`src/rtl/pipeline_if_stage.sv`:
```
// Instruction fetch stage: credit-limited requests to instruction memory, in-order
// response buffering, and a registered hand-off to decode with redirect flush.
module pipeline_if_stage #(
  parameter logic [63:0] RESET_PC  = 64'h0,
  parameter int unsigned BUF_DEPTH = 2
) (
  input  logic        clk,
  input  logic        reset,
  input  logic        stall,
  input  logic        redirect,
  input  logic [63:0] redirect_pc,
  output logic        imem_req,
  output logic [63:0] imem_addr,
  input  logic        imem_gnt,
  input  logic        imem_rvalid,
  input  logic [31:0] imem_rdata,
  output logic [31:0] instruction_IF,
  output logic [63:0] pc_IF,
  output logic        valid_IF
);

  localparam int unsigned CW = $clog2(BUF_DEPTH + 1);
  localparam int unsigned PW = $clog2(BUF_DEPTH);
  localparam logic [31:0] NOP = 32'h0000_0013;
  localparam logic [CW:0] DEPTH_W = (CW + 1)'(BUF_DEPTH);

  typedef struct packed {
    logic [63:0] pc;
    logic [31:0] inst;
  } entry_t;

  logic [63:0]   fetch_pc;
  logic [63:0]   resp_pc;
  logic [CW-1:0] inflight;
  logic [CW-1:0] drop_cnt;
  logic [CW-1:0] fifo_count;
  logic [PW-1:0] rd_ptr;
  logic [PW-1:0] wr_ptr;
  entry_t        fifo_mem [BUF_DEPTH];
  entry_t        resp_entry;
  entry_t        head;

  logic [CW:0] credit_used;
  logic        fire;
  logic        kept;
  logic        dropped;
  logic        fifo_empty;
  logic        load;
  logic        pop;
  logic        bypass;
  logic        push;

  always_comb begin
    credit_used = {1'b0, inflight} + {1'b0, fifo_count};
    imem_req    = !reset && !redirect && (credit_used < DEPTH_W);
    fire        = imem_req && imem_gnt;
    dropped     = imem_rvalid && (drop_cnt != '0);
    // A response arriving with a redirect belongs to the old stream and is never kept.
    kept        = imem_rvalid && (drop_cnt == '0) && !redirect;
    fifo_empty  = (fifo_count == '0);
    load        = !stall && !redirect;
    pop         = load && !fifo_empty;
    bypass      = load && fifo_empty && kept;
    push        = kept && !bypass;
    resp_entry  = {resp_pc, imem_rdata};
    head        = fifo_mem[rd_ptr];
  end

  assign imem_addr = fetch_pc;

  // NOTE: all state registers use non-blocking assignments so every block sees pre-edge values.
  always_ff @(posedge clk or posedge reset) begin
    if (reset) begin
      fetch_pc <= RESET_PC;
      resp_pc  <= RESET_PC;
      inflight <= '0;
      drop_cnt <= '0;
    end else begin
      inflight <= inflight + CW'(fire) - CW'(imem_rvalid);
      if (redirect) begin
        fetch_pc <= redirect_pc;
        resp_pc  <= redirect_pc;
        // Every request still outstanding after this cycle belongs to a dead stream.
        drop_cnt <= inflight - CW'(imem_rvalid);
      end else begin
        if (fire)    fetch_pc <= fetch_pc + 64'd4;
        if (kept)    resp_pc  <= resp_pc + 64'd4;
        if (dropped) drop_cnt <= drop_cnt - CW'(1);
      end
    end
  end

  always_ff @(posedge clk or posedge reset) begin
    if (reset) begin
      rd_ptr     <= '0;
      wr_ptr     <= '0;
      fifo_count <= '0;
    end else if (redirect) begin
      rd_ptr     <= '0;
      wr_ptr     <= '0;
      fifo_count <= '0;
    end else begin
      if (push) wr_ptr <= wr_ptr + PW'(1);
      if (pop)  rd_ptr <= rd_ptr + PW'(1);
      fifo_count <= fifo_count + CW'(push) - CW'(pop);
    end
  end

  // NOTE: storage is not reset; the count and pointers alone decide which entries are live.
  always_ff @(posedge clk) begin
    if (push) fifo_mem[wr_ptr] <= resp_entry;
  end

  always_ff @(posedge clk or posedge reset) begin
    if (reset) begin
      instruction_IF <= NOP;
      pc_IF          <= '0;
      valid_IF       <= 1'b0;
    end else if (redirect) begin
      instruction_IF <= NOP;
      pc_IF          <= '0;
      valid_IF       <= 1'b0;
    end else if (!stall) begin
      if (pop) begin
        instruction_IF <= head.inst;
        pc_IF          <= head.pc;
        valid_IF       <= 1'b1;
      end else if (bypass) begin
        instruction_IF <= imem_rdata;
        pc_IF          <= resp_pc;
        valid_IF       <= 1'b1;
      end else begin
        instruction_IF <= NOP;
        pc_IF          <= '0;
        valid_IF       <= 1'b0;
      end
    end
  end

endmodule

```
`config.mk`:
```
export PLATFORM = sky130hd
export DESIGN_NAME = pipeline_if_stage
export DESIGN_NICKNAME = d
export VERILOG_FILES = /design/src/rtl/pipeline_if_stage.sv
export SDC_FILE = /design/constraint.sdc
export NUM_CORES = 1
export LEC_CHECK = 0
export CORE_ASPECT_RATIO = 1.5
export CORE_MARGIN = 10
export CORE_UTILIZATION = 40
export CTS_CLUSTER_DIAMETER = 100
export DETAILED_ROUTE_END_ITERATION = 10
export SYNTH_ARGS = -nofsm -noshare
export SYNTH_HDL_FRONTEND = slang
export SYNTH_SLANG_ARGS = --single-unit
```
`constraint.sdc`:
```
create_clock -name clk -period 8.4 [get_ports clk]
set_input_delay 2.52 -clock clk [delete_from_list [all_inputs] [get_ports clk]]
set_output_delay 2.52 -clock clk [all_outputs]
set_load 0.1 [all_outputs]
```
==> impl_metrics.tcl, run 1 <==
set metrics [dict create \
    drc_errors 0 \
    end_kind "output pin" \
    synthesis.area_um2 19000 \
    drt_wl_total_um 56900 \
    numCtsBuffers 43 \
    power.leakage_nw 8.54 \
    vias 14000 \
    synthCells 1536 \
    grt_util_met3 0.0346 \
    top_usage_layer "met2" \
    cp_slowest_cell "nor4_1" \
    arrival_ps 3920 \
    status "finished, final reports clean" \
    synth_mux_area_frac 0.0791 \
    grt_pass1_wl_um 86900 \
    avgRoutedWirePerCell_um 23.6 \
    synth_top_family_by_area "simple AND/OR/NAND/NOR gates" \
    die_h_um 287 \
    synth-main-ff-cell "dfrtp_1" \
    yosys_warnings 0 \
    die_area_um2 56800 \
    drv_cap 0 \
    p_per_area_nw_per_um2 255 \
    die_x_um 198 \
    drt-initial-drc-count 783 \
    gr-total-overflow 0 \
    hold_buffers 0 \
    placementRows 97 \
    final_common_cell "clkdlybuf4s50_1" \
    ys_seq_area_frac 0.610 \
    nets 1888 \
    setup_viol 0 \
    syn-num-nets 1647 \
    slew_headroom 0.228 \
    clk_latency_ps 560 \
    tightest_slew_ps 1150 \
    fin_skew_ps 21.2 \
    regArea_um2 11600 \
    finalPower_w 0.00605 \
    grt_usage 0.196 \
    clock_sinks 425 \
    synthXorXnorAreaFrac 0.0300 \
    post_synth_and_or_nand_nor_area_fraction 0.147 \
    worst_ep_required_time_ps 5880 \
    ys_seq_elements 425 \
    post_cts_resized 0 \
    root_buffer "clkbuf_16" \
    synth_edf_count 192 \
    core_um2 46800 \
    h-tree-depth 2 \
    crit_type "in -> out" \
    grt_pass1_vias 14200 \
    rsz0062_at_grt "no" \
    portBuffers 263 \
    min_period_over_period 0.767 \
    synth_fa_ha_area_frac 0.00632 \
    detail-route-antenna-nets 0 \
    firstDrtPassIters 6 \
    ir_drop_uv 167 \
    mostFrequentLayoutCells "clkdlybuf4s50_1 (261), dfrtp_1 (229), edfxtp_1 (192), nor2_1 (153), mux2i_1 (95)" \
    post-cts-setup-buffer-count 0 \
    path_max_fanout 4 \
    hold_path.class "reg -> reg" \
    period_needed_ps 6440 \
    yosys.cell_types.count 58 \
    grt_start_max_net_pins 123 \
    multi_input_area_um2 7020 \
    final-hold-violation-count 0 \
    use_met2 0.329 \
    slowest_delay_ps 500 \
    fill_cells 4110 \
    hpwl_um 39500 \
    cts_tree "built" \
    clock_path_buffers 3 \
    clk_pin_slew_ps 60 \
    drive_above_1_share 0.0844 \
    vias_per_cell 5.83 \
    met1_usage 0.250 \
    synth_area_per_cell_um2 12.4 \
    crit_path_cell_trace "clkdlybuf4s50_1 > nor4_1 > buf_4" \
    maxSlewViolCount 0 \
    fmax_ghz 0.155 \
    start_util 0.406 \
    grt_antenna_before_repair 0 \
    async_flop_share 0.548 \
    area_growth_pct 24.9 \
    cp-start-kind "input pin" \
    place.gp.congestion 0.879 \
    setup_tns_ps 0 \
    boundaryPins 264 \
    synth_compound_area_frac 0.105 \
]
[sequential cells by signal, indices dropped and copies added (netlist names)]
signal and flops:
fifo_mem 192, imem_addr 64, pc_IF 64, resp_pc 64, instruction_IF 32, drop_cnt 2
fifo_count 2, inflight 2, rd_ptr 1, valid_IF 1, wr_ptr 1
[metrics by stage]
| stage | cells | area, um^2 | setup WS [ps] | utilization | hold WS [ps] |
|---|---|---|---|---|---|
| finish | 2407 | 23700 | 1960 | 0.507 | 511 |
| detailed placement | 2326 | 22300 | 1990 | 0.475 | 501 |
| global route | 2406 | 23700 | 1910 | 0.507 | 527 |
| CTS | 2406 | 23700 | 1980 | 0.507 | 513 |
| floorplan | 1536 | 19000 | 167 | - | 440 |
| global placement | 2326 | 22300 | 2020 | 0.475 | 478 |
[area by class of cell]
type | instances | area share
well taps | 594 | 0.0313
repair buffers | 281 | 0.118
flip-flops and latches | 425 | 0.489
diodes | 1 | 0.000105
inverters | 24 | 0.00406
multi-input cells | 1002 | 0.295
clock buffers | 60 | 0.0506
clock inverters | 20 | 0.0118
[metal layers]
| metal | up-vias | share of wire |
|---|---|---|
| met5 | - | 0 |
| met4 | 0 | 0.030 |
| met3 | 87 | 0.055 |
| met2 | 474 | 0.49 |
| met1 | 7068 | 0.42 |
| li1 | 6400 | - |
[where the power goes]
part           switching [W]  total [W]  internal, W
sequential          0.000217    0.00258      0.00236
combinational        0.00102    0.00144     0.000414
clock               0.000834    0.00203      0.00120
[cells by family (layout without fill, tap and decap cells)]
kind of cell | Yosys count | in the layout
buffers and inverters | 109 | 385
XOR/XNOR | 65 | 65
multiplexers | 144 | 144
flip-flops | 425 | 425
other | 0 | 1
AO/OA/AOI/OAI | 246 | 246
AND/OR/NAND/NOR | 538 | 538
adder cells (fa/ha/maj) | 9 | 9
[cell usage after synthesis, drive strengths merged (5+ instances only)]
master  count  area [um^2]
a211oi     14          105
dfrtp     230         5760
a21oi      18         90.1
mux2       49          552
edfxtp    192         5770
and4       17          149
nor3       39          195
mux2i      95          951
nor4       45          303
nand2b     15         93.8
clkbuf     70          264
o31a       26          228
nor2      155          582
and2        7         43.8
o31ai      18          135
and3       23          144
o21a        8         60.1
a221o      93          931
or4        11         82.6
o21ai      24          120
nand2      74          278
inv        24         90.1
a31oi      19          119
buf        15         67.6
nor2b       5         31.3
or3        18          113
nand3      63          315
xor2       27          236
nand4      54          350
xnor2      38          333
o211ai      9         67.6
ha          8          100
[final timing paths]
| path | end | slack (ps) | cells past startpoint | from |
|---|---|---|---|---|
| setup / recovery | imem_req | 1960 | 3 | reset |
| hold / removal | instruction_IF[13]$_DFFE_PP0P_ | 510 | 1 | instruction_IF[13]$_DFFE_PP0P_ |
| setup reg to reg | inflight[1]$_DFF_PP0_ | 4610 | 10 | fifo_count[0]$_DFF_PP0_ |
| hold reg to reg | instruction_IF[13]$_DFFE_PP0P_ | 510 | 1 | instruction_IF[13]$_DFFE_PP0P_ |
| max in group asynchronous | resp_pc[63]$_DFFE_PP0N_ | 4900 | 3 | reset |
| min in group asynchronous | imem_addr[32]$_DFFE_PP0P_ | 2330 | 2 | reset |
[worst max-delay path: cells and delay by family]
kind,cells,cell delay (ps)
and+or+nand+nor,1,500
buffers and inverters,2,890
(Power assumes the default switching activity.)
==> inputs of run 2 (changes only) <==
==> constraint.sdc (replaced) <==
create_clock -name clk -period 6.2 [get_ports clk]
set_input_delay 1.86 -clock clk [delete_from_list [all_inputs] [get_ports clk]]
set_output_delay 1.86 -clock clk [all_outputs]
set_load 0.1 [all_outputs]
==> run 2 against run 1 <==
Wire length rose by 1.3%. Count of clock-buffer cells in the layout fell by 5. Critical path depth did not move. Largest cell class unchanged. Via count rose by 0.11%. Sequential power rose by 36%. Total power rose by 36%. Sequential cell count did not move. Combinational power rose by 35%. Final cell count rose by 0.29%. Die area did not move. Sequential share of layout area fell by 0.21 points. Core utilization rose by 0.22 points.
==> impl_metrics.tcl, run 2 (synthesized netlist as in run 1, its figures left out) <==
set metrics [dict create \
    status "finished, final reports clean" \
    maxSlewViolCount 0 \
    p_int_w 0.00541 \
    drv_cap 0 \
    hpwl_um 40400 \
    drt-initial-drc-count 934 \
    start_util 0.406 \
    layout_setup_ws_ps 1070 \
    rsz0062_at_grt "no" \
    die_area_um2 56800 \
    drc_errors 0 \
    ir_drop_uv 178 \
    hold_buffers 0 \
    vias 14000 \
    mostFrequentLayoutCells "clkdlybuf4s50_1 (261), dfrtp_1 (229), edfxtp_1 (192), nor2_1 (153), mux2i_1 (95)" \
    area_growth_pct 25.5 \
    clk_pin_slew_ps 60 \
    pwr-share-comb 0.236 \
    top_register "fifo_mem" \
    grt_antenna_before_repair 0 \
    slew_headroom 0.219 \
    hold_path.class "reg -> reg" \
    final-hold-violation-count 0 \
    grt_pass1_wl_um 88100 \
    pre_cts_slack_ps 1090 \
    fin_skew_ps 19.0 \
    gr-total-overflow 0 \
    switching_share 0.343 \
    die_x_um 198 \
    arrival_ps 3270 \
    grt_pass1_vias 14200 \
    clock_sinks 425 \
    place.gp.congestion 0.871 \
    cp-start-kind "input pin" \
    power_frac_seq 0.425 \
    clk_latency_ps 560 \
    boundaryPins 264 \
    clock_path_buffers 3 \
    detail-route-antenna-nets 0 \
    core_um2 46800 \
    post_cts_resized 0 \
    nets 1895 \
    min_period_over_period 0.827 \
    clkPwrFrac 0.338 \
    fmax_ghz 0.195 \
    tightest_slew_ps 1170 \
    cts_tree "built" \
    p_per_area_nw_per_um2 345 \
    h-tree-depth 2 \
    grt_start_max_net_pins 82 \
    period_needed_ps 5130 \
    power.leakage_nw 8.61 \
    setup_viol 0 \
    largest_reg_flops 192 \
    firstDrtPassIters 5 \
    final_common_cell "clkdlybuf4s50_1" \
    post-cts-setup-buffer-count 0 \
    end_kind "output pin" \
    avgRoutedWirePerCell_um 23.9 \
    path_max_fanout 4 \
    grt_usage 0.200 \
    numCtsBuffers 43 \
    switching_power_w 0.00283 \
    reg2reg_slack_ps 2550 \
    worst_ep_required_time_ps 4340 \
    placementRows 97 \
    drive_above_1_share 0.0929 \
    vias_per_cell 5.82 \
    crit_type "in -> out" \
    drt_wl_total_um 57600 \
    hold_ws_ps 508 \
    die_h_um 287 \
    portBuffers 263 \
    root_buffer "clkbuf_16" \
]
-- run 2: final timing paths --
| check | startpoint | cells after the start | to |
|---|---|---|---|
| worst max-delay path | reset | 3 | imem_req |
| worst min-delay path | instruction_IF[12]$_DFFE_PP0P_ | 1 | instruction_IF[12]$_DFFE_PP0P_ |
| worst max register to register | fifo_count[0]$_DFF_PP0_ | 10 | inflight[1]$_DFF_PP0_ |
| worst min register to register | instruction_IF[12]$_DFFE_PP0P_ | 1 | instruction_IF[12]$_DFFE_PP0P_ |
| max in group asynchronous | reset | 3 | imem_addr[9]$_DFFE_PP0P_ |
| min in group asynchronous | reset | 2 | resp_pc[40]$_DFFE_PP0N_ |
-- run 2: layout make-up --
cell class	count	area (um^2)
Inverter	24	96.3
Timing Repair Buffer	288	2850
Sequential cell	425	11600
Multi-Input combinational cell	1002	7020
Antenna cell	1	2.50
Clock inverter	25	285
Clock buffer	55	1250
Tap cell	594	743
Fill cell	4148	23000
-- run 2: worst max-delay path: stages --
cell and delay [ps]:
clkdlybuf4s50_1 520, nor4_1 480, buf_4 400
-- run 2: power groups by stage --
stage                     Clock [W]  Combinational [W]  Sequential [W]
after global placement            0            0.00194         0.00354
after floorplan                   0           0.000601         0.00429
after detailed placement          0            0.00196         0.00356
after global routing        0.00296            0.00205         0.00354
after CTS                   0.00285            0.00197         0.00350
final                       0.00279            0.00195         0.00350
-- run 2: stage by stage --
stage | std cells | power, W | utilization | TNS, ps | cell area, um^2
floorplan | 1536 | 0.00489 | - | -204240 | 19000
finish | 2414 | 0.00824 | 0.509 | 0 | 23800
global route | 2413 | 0.00855 | 0.509 | 0 | 23800
global placement | 2333 | 0.00549 | 0.476 | 0 | 22300
detailed placement | 2333 | 0.00552 | 0.476 | 0 | 22300
CTS | 2413 | 0.00832 | 0.509 | 0 | 23800
-- run 2: routing by layer --
| layer | vias up | global-route usage | share of wire |
|---|---|---|---|
| met5 | - | 0 | 0 |
| met4 | 0 | 0.0829 | 0.038 |
| met3 | 102 | 0.0396 | 0.061 |
| met2 | 482 | 0.327 | 0.49 |
| met1 | 7040 | 0.253 | 0.42 |
| li1 | 6421 | - | - |
